File: config.mk
export PLATFORM = sky130hd
export DESIGN_NAME = mx_apb_splitter
export DESIGN_NICKNAME = d
export VERILOG_FILES = /design/src/rtl/mx_apb_splitter.sv
export SDC_FILE = /design/constraint.sdc
export NUM_CORES = 1
export LEC_CHECK = 0
export CORE_UTILIZATION = 35
export DETAILED_ROUTE_END_ITERATION = 10
export PLACE_DENSITY = 0.81
export SYNTH_ARGS = -nofsm -noshare
export SYNTH_HDL_FRONTEND = slang
export SYNTH_SLANG_ARGS = --single-unit
File: constraint.sdc
create_clock -name PClkxCI -period 5.4 [get_ports PClkxCI]
set_input_delay 1.08 -clock PClkxCI [delete_from_list [all_inputs] [get_ports PClkxCI]]
set_output_delay 1.08 -clock PClkxCI [all_outputs]
set_load 0.01 [all_outputs]
File: src/rtl/mx_apb_splitter.sv
`default_nettype none
// ============================================================================
// Module   : mx_apb_splitter
// Brief    : One APB master to NUM_SLV APB slaves. Decodes a fixed address
//            window, replays the transfer to the selected slave and aborts a
//            stuck slave access after TIMEOUT ACCESS cycles.
// Revision : 1.0  initial release
// ============================================================================
module mx_apb_splitter #(
   parameter int          NUM_SLV   = 4,
   parameter int          SLV_AW    = 8,
   parameter logic [31:0] BASE_ADDR = 32'h0000_0000,
   parameter int          TIMEOUT   = 15
) (
   input  logic                  PClkxCI,
   input  logic                  PResetxARBI,
   input  logic                  PEnClkxSI,
   output logic                  PEnClkxSO,
   // master side
   input  logic                  PSelxSI,
   input  logic                  PEnablexSI,
   input  logic                  PWritexSI,
   input  logic [31:2]           PAddrxDI,
   input  logic [31:0]           PWDataxDI,
   output logic                  PReadyxSO,
   output logic [31:0]           PRDataxDO,
   output logic                  PSlverrxSO,
   // slave side
   output logic [NUM_SLV-1:0]    PSelxSO,
   output logic                  PEnablexSO,
   output logic                  PWritexSO,
   output logic [31:2]           PAddrxDO,
   output logic [31:0]           PWDataxDO,
   input  logic [NUM_SLV-1:0]    PReadyxSI,
   input  logic [NUM_SLV-1:0]    PSlverrxSI,
   input  logic [NUM_SLV*32-1:0] PRDataxDI,
   output logic                  TimeoutxSO
);

   localparam int IDXW = (NUM_SLV > 1) ? $clog2(NUM_SLV) : 1;
   localparam int TOPB = SLV_AW + IDXW;

   typedef enum logic [1:0] {
      S_IDLE   = 2'd0,
      S_SETUP  = 2'd1,
      S_ACCESS = 2'd2,
      S_DONE   = 2'd3
   } state_e;

   state_e            state_q, state_d;
   logic [IDXW-1:0]   idx_q, idx_d;
   logic [31:2]       addr_q, addr_d;
   logic [31:0]       wdata_q, wdata_d;
   logic              write_q, write_d;
   logic [7:0]        cnt_q, cnt_d;
   logic [31:0]       rdata_q, rdata_d;
   logic              err_q, err_d;
   logic              tout_q, tout_d;

   logic [IDXW-1:0]   w_idx;
   logic              w_hit;
   logic              w_slv_rdy;
   logic              w_slv_err;
   logic [31:0]       w_slv_rdata;

   // Decode of the incoming master address: window match plus slave index range
   assign w_idx = PAddrxDI[TOPB-1:SLV_AW];
   assign w_hit = (PAddrxDI[31:TOPB] == BASE_ADDR[31:TOPB]) &&
                  (32'(w_idx) < 32'(NUM_SLV));

   // Response mux of the currently addressed slave
   always_comb begin
      w_slv_rdy   = 1'b0;
      w_slv_err   = 1'b0;
      w_slv_rdata = '0;
      for (int i = 0; i < NUM_SLV; i++) begin
         if (idx_q == IDXW'(i)) begin
            w_slv_rdy   = PReadyxSI[i];
            w_slv_err   = PSlverrxSI[i];
            w_slv_rdata = PRDataxDI[32*i +: 32];
         end
      end
   end

   // Transfer sequencer next-state logic; registers hold unless a branch overrides
   always_comb begin
      state_d = state_q;
      idx_d   = idx_q;
      addr_d  = addr_q;
      wdata_d = wdata_q;
      write_d = write_q;
      cnt_d   = cnt_q;
      rdata_d = rdata_q;
      err_d   = err_q;
      tout_d  = tout_q;
      case (state_q)
         S_IDLE: begin
            // Only a master SETUP phase starts a transfer; a held ACCESS phase
            // left over from the previous transfer must not retrigger.
            if (PSelxSI && !PEnablexSI) begin
               addr_d  = PAddrxDI;
               wdata_d = PWDataxDI;
               write_d = PWritexSI;
               idx_d   = w_idx;
               rdata_d = '0;
               tout_d  = 1'b0;
               cnt_d   = '0;
               if (w_hit) begin
                  state_d = S_SETUP;
                  err_d   = 1'b0;
               end else begin
                  state_d = S_DONE;
                  err_d   = 1'b1;
               end
            end
         end
         S_SETUP: begin
            state_d = S_ACCESS;
            cnt_d   = '0;
         end
         S_ACCESS: begin
            // Ready takes priority over an expiring timeout in the same cycle
            if (w_slv_rdy) begin
               state_d = S_DONE;
               rdata_d = write_q ? 32'h0 : w_slv_rdata;
               err_d   = w_slv_err;
            end else if (cnt_q == 8'(TIMEOUT - 1)) begin
               state_d = S_DONE;
               rdata_d = '0;
               err_d   = 1'b1;
               tout_d  = 1'b1;
               cnt_d   = cnt_q + 8'd1;
            end else begin
               cnt_d   = cnt_q + 8'd1;
            end
         end
         S_DONE: begin
            state_d = S_IDLE;
         end
         default: begin
            state_d = S_IDLE;
         end
      endcase
   end

   // State and datapath registers, advanced only on enabled clock cycles
   always_ff @(posedge PClkxCI or negedge PResetxARBI) begin
      if (!PResetxARBI) begin
         state_q <= S_IDLE;
         idx_q   <= '0;
         addr_q  <= '0;
         wdata_q <= '0;
         write_q <= 1'b0;
         cnt_q   <= '0;
         rdata_q <= '0;
         err_q   <= 1'b0;
         tout_q  <= 1'b0;
      end else if (PEnClkxSI) begin
         state_q <= state_d;
         idx_q   <= idx_d;
         addr_q  <= addr_d;
         wdata_q <= wdata_d;
         write_q <= write_d;
         cnt_q   <= cnt_d;
         rdata_q <= rdata_d;
         err_q   <= err_d;
         tout_q  <= tout_d;
      end
   end

   // One-hot slave select, active only while the slave transfer is in flight
   always_comb begin
      PSelxSO = '0;
      for (int i = 0; i < NUM_SLV; i++) begin
         if ((state_q == S_SETUP || state_q == S_ACCESS) && idx_q == IDXW'(i)) begin
            PSelxSO[i] = 1'b1;
         end
      end
   end

   assign PEnClkxSO  = PEnClkxSI;
   assign PEnablexSO = (state_q == S_ACCESS);
   assign PWritexSO  = write_q;
   assign PAddrxDO   = addr_q;
   assign PWDataxDO  = wdata_q;

   // Master response is forced to zero outside DONE
   assign PReadyxSO  = (state_q == S_DONE);
   assign PRDataxDO  = PReadyxSO ? rdata_q : 32'h0;
   assign PSlverrxSO = PReadyxSO & err_q;
   assign TimeoutxSO = PReadyxSO & tout_q;

endmodule
`default_nettype wire

==> impl.org <==
** Run status
- The flow ran to the end, and the final reports show no timing, DRC or antenna violations.

** Route
- After detailed routing, the average wire length per cell comes to 18.8 um.
- Highest Signal Layer :: met4
- The detailed router put a total of 6150 um of wire on met1.
- Wire segments on met3 add up to 1650 um in the final route.
- Vias per std cell :: 5.02
- Total Routed Length :: 17,500 um
- The first routing iteration left 103 violations.
- The routed layout has 4,688 vias.
- In the routed design, unresolved DRC markers number 0.
- Number of iterations in the first detailed-routing pass :: 4
- Number of nets with antenna violations after detailed routing :: 0
- Detailed routing placed a total of 9270 um of wire on met2.

** STA
- Final-layout worst hold slack :: 0.487 ns
- Setup repair after global routing left no endpoint under its margin.
- Setup violations remaining at the end of the flow were counted as 0.
- Summed over all failing endpoints, the final setup total negative slack is 0 ns.
- The final-report max-slew violation count was 0.
- The number of endpoints with negative hold slack in the final report was 0.
- The worst path in the final design needs a cycle of 3.51 ns, including I/O delays and setup.
- Max Fclk :: 285 MHz
- Final worst-path cycle share :: 0.649
- Pin slew with the least headroom to its limit :: 1.09 ns
- Measured against its own limit, the worst slew margin works out to 0.269.
- For the final database, setup skew stands at 0.00438 ns.

** Yosys
- The Yosys step of the flow raised 0 warnings.
- Of the total synthesized cell area, the portion taken by full adders, half adders and majority gates is 0.0155.
- Counting every net in the synthesized netlist gives 629.
- Synth Register Bits :: 107
- Synthesis handed over a netlist of 418 instances.
- Mux contribution to synthesized area :: 0.336
- Mean Syn Cell Area :: 13.5 um2
- Dominant cells by area after synthesis :: sky130_fd_sc_hd__dfrtp_1, sky130_fd_sc_hd__mux2_1, sky130_fd_sc_hd__mux4_2
- Post-synth cell types :: 43
- Counting flops with an async set or reset pin after synthesis yields a share of 1.00.
- Of all cell types, the one taking the most synthesized area is sky130_fd_sc_hd__dfrtp_1.
- Of the total synthesized cell area, the portion taken by XOR and XNOR cells is 0.
- Largest family of logic cells by synthesized area :: multiplexers
- Simple-gate portion of the synthesized area :: 0.122
- For this run, the register share of the synthesized area comes to 0.473.
- In this run the cell area of the synthesized design comes to 5660 um2.
- In the synthesized netlist the dominant register cell turns out to be sky130_fd_sc_hd__dfrtp_1.
- The post-synthesis compound-gate area fraction is 0.0250.
- EDFF count, synth :: 0
- Of the post-synthesis cell area, the dominant cell type holds 0.473.

** Clocking
- Clock slew at the register clock pins of the worst setup and hold paths :: 0.07 ns
- Bufs on Longest Clock Path :: 2
- Root Buffer Master :: sky130_fd_sc_hd__clkbuf_16
- In this run the number of H-tree levels came out at 3.
- After clock tree synthesis, the repair step resized 0 gates.
- Number of buffers added for setup after CTS :: 0
- Clock latency on the worst-skew pair, taken at its later pin, is 0.34 ns.
- Number of CTS-inserted buffers :: 9
- TritonCTS clock tree :: done
- The tree built by TritonCTS fans out to 107 sinks.
- Total of hold buffers inserted after clock tree synthesis :: 0

** Setup path
- Of all nets on the critical path, the largest fanout is 35.
- Highest cell delay on the worst timing path :: 0.82 ns
- Startpoint type of the worst setup path :: flop
- Walking the worst path, the cells encountered are ha_1 > and2_1 > clkdlybuf4s50_1.
- STA puts the critical path data required time at 4.32 ns.
- Arrival time of data at the critical path endpoint :: 2.43 ns
- The critical path is of the flop to primary output type.
- The slowest stage of the critical path belongs to the cell sky130_fd_sc_hd__ha_1.
- On the critical path the largest part of the delay comes from adder cells.
- The worst setup path is captured at a primary output.
- Crit path buffers/inverters :: 1

** Power and ir drop
- Leakage power summed over all cells :: 3.93 nW
- IR analysis of the VDD net gives a maximum drop of 0.307 mV.
- Power per standard cell area :: 452 nW/um2
- Total power for the finished layout comes to 4.17 mW.

** Floorplanning
- CORE AREA :: 15,800 um2
- From bottom edge to top edge, the die measures 129 um.
- The initial utilization of the core area, before any placement, comes to 0.358.
- In this run the count of I/O pins placed on the die edge is 308.
- Measured along the x axis, the die boundary spans 129 um.
- The die covers 16,700 um2.
- Row count :: 46

** Hold path
- Hold crit path type :: flop to flop

** Global routing
- The first global-routing pass estimated 26,500 um of wire.
- The number of antenna violations at the first check in global routing was 2.
- Pin count of the biggest net entering global routing :: 65
- Number of global-route vias before repair :: 5,159
- Global routing finished with a remaining overflow of 0.
- For this run, the total global-route usage over all layers was measured as 0.208.

** Place
- Port buffering added 307 buffers.
- Once placement completed, the tool counted placed cells totaling 915.
- The congestion estimate from routability-driven global placement came to 0.845.
- The HPWL after detailed placement is 13,700 um.

** Cells and area
- Number of fillers in the final layout :: 1,281
- Layout cells sized above 1 :: 0.0909
- Area Growth Syn to Fin :: 63.1%
- Final instance count without filler cells :: 933
- Final nets :: 921

** Flow run
- Max-capacitance violation count :: 0
==> sequential cells by signal, indices dropped and copies added, names as in the netlist <==
register   count
rdata_q       32
idx_q          1
PWDataxDO     32
cnt_q          8
state_q        2
PWritexSO      1
err_q          1
PAddrxDO      29
tout_q         1
==> synth_stat cells, types with 2 or more instances <==
master,instances
sky130_fd_sc_hd__a21boi_1,2
sky130_fd_sc_hd__a21oi_1,3
sky130_fd_sc_hd__and2_1,35
sky130_fd_sc_hd__and3_1,33
sky130_fd_sc_hd__and3b_1,2
sky130_fd_sc_hd__buf_2,3
sky130_fd_sc_hd__buf_4,4
sky130_fd_sc_hd__clkbuf_1,20
sky130_fd_sc_hd__dfrtp_1,107
sky130_fd_sc_hd__ha_1,7
sky130_fd_sc_hd__inv_1,6
sky130_fd_sc_hd__inv_2,2
sky130_fd_sc_hd__mux2_1,93
sky130_fd_sc_hd__mux2_2,5
sky130_fd_sc_hd__mux2i_1,3
sky130_fd_sc_hd__mux4_2,34
sky130_fd_sc_hd__nand2_1,6
sky130_fd_sc_hd__nand2b_1,4
sky130_fd_sc_hd__nand3_1,4
sky130_fd_sc_hd__nor2_1,5
sky130_fd_sc_hd__nor2b_1,5
sky130_fd_sc_hd__nor3_1,2
sky130_fd_sc_hd__nor4_1,8
sky130_fd_sc_hd__o31ai_1,4
sky130_fd_sc_hd__or4_1,3
==> metrics by stage <==
step | setup WS [ns] | utilization | instance area [um2]
4_1_cts | 1.89 | 0.583 | 9230
5_1_grt | 1.73 | 0.583 | 9230
3_5_place_dp | 1.70 | 0.563 | 8910
3_3_place_gp | 1.81 | 0.563 | 8910
2_1_floorplan | 2.73 | - | 5660
6_report | 1.89 | 0.583 | 9230
==> placed cells by master (no fill, tap or decap), drive strengths merged, types with 4 or more instances in the layout <==
master / instances
ha: 7
and3: 33
o31ai: 4
nor2b: 5
dfrtp: 107
mux4: 34
inv: 8
clkbuf: 11
nand2: 6
nor2: 5
clkdlybuf4s50: 306
nand3: 4
nand2b: 4
mux2: 98
and2: 36
buf: 4
nor4: 8
==> layout make-up <==
class                   instances  area (um2)  share of cell area
well taps                     216         270              0.0293
multi-input cells             274        2840               0.308
diodes                          2        5.00            0.000542
clock buffers                  11         233              0.0252
repair buffers                310        3090               0.335
flip-flops and latches        107        2680               0.290
inverters                       8        30.0             0.00325
clock inverters                 5        77.6             0.00840
==> report_power, final <==
group | internal (mW) | switching, mW | total (mW)
combinational | 1.20 | 0.857 | 2.06
sequential | 1.16 | 0.254 | 1.42
clock | 0.405 | 0.286 | 0.691
==> path summary, 6_finish.rpt <==
check | startpoint | end | slack [ns] | cells past startpoint
worst max-delay path | state_q[1] | PRDataxDO[4] | 1.89 | 3
worst min-delay path | rdata_q[19] | rdata_q[19] | 0.49 | 1
worst max register to register | idx_q[0] | rdata_q[6] | 2.42 | 4
worst min register to register | rdata_q[19] | rdata_q[19] | 0.49 | 1
max in group asynchronous | PResetxARBI | PWDataxDO[3] | 3.46 | 2
min in group asynchronous | PResetxARBI | rdata_q[24] | 0.78 | 1
==> logic make-up after synthesis <==
family | Yosys count
compound gates | 19
mux | 135
simple gates | 113
flops | 107
fa+ha+maj | 7
buf+inv | 37
==> worst register-to-register path: cells and delay by family (launching register included) <==
family,cells,cell delay [ns]
flip-flops,1,0.74
AO/OA/AOI/OAI,2,0.85
multiplexers,2,1.27
==> metal layers <==
layer	vias to the layer above	GRT usage
met2	212	0.394
met1	2310	0.213
met5	-	0
met3	31	0.0615
met4	0	0.0872
li1	2135	-
Power figures use the tool's default switching activity.
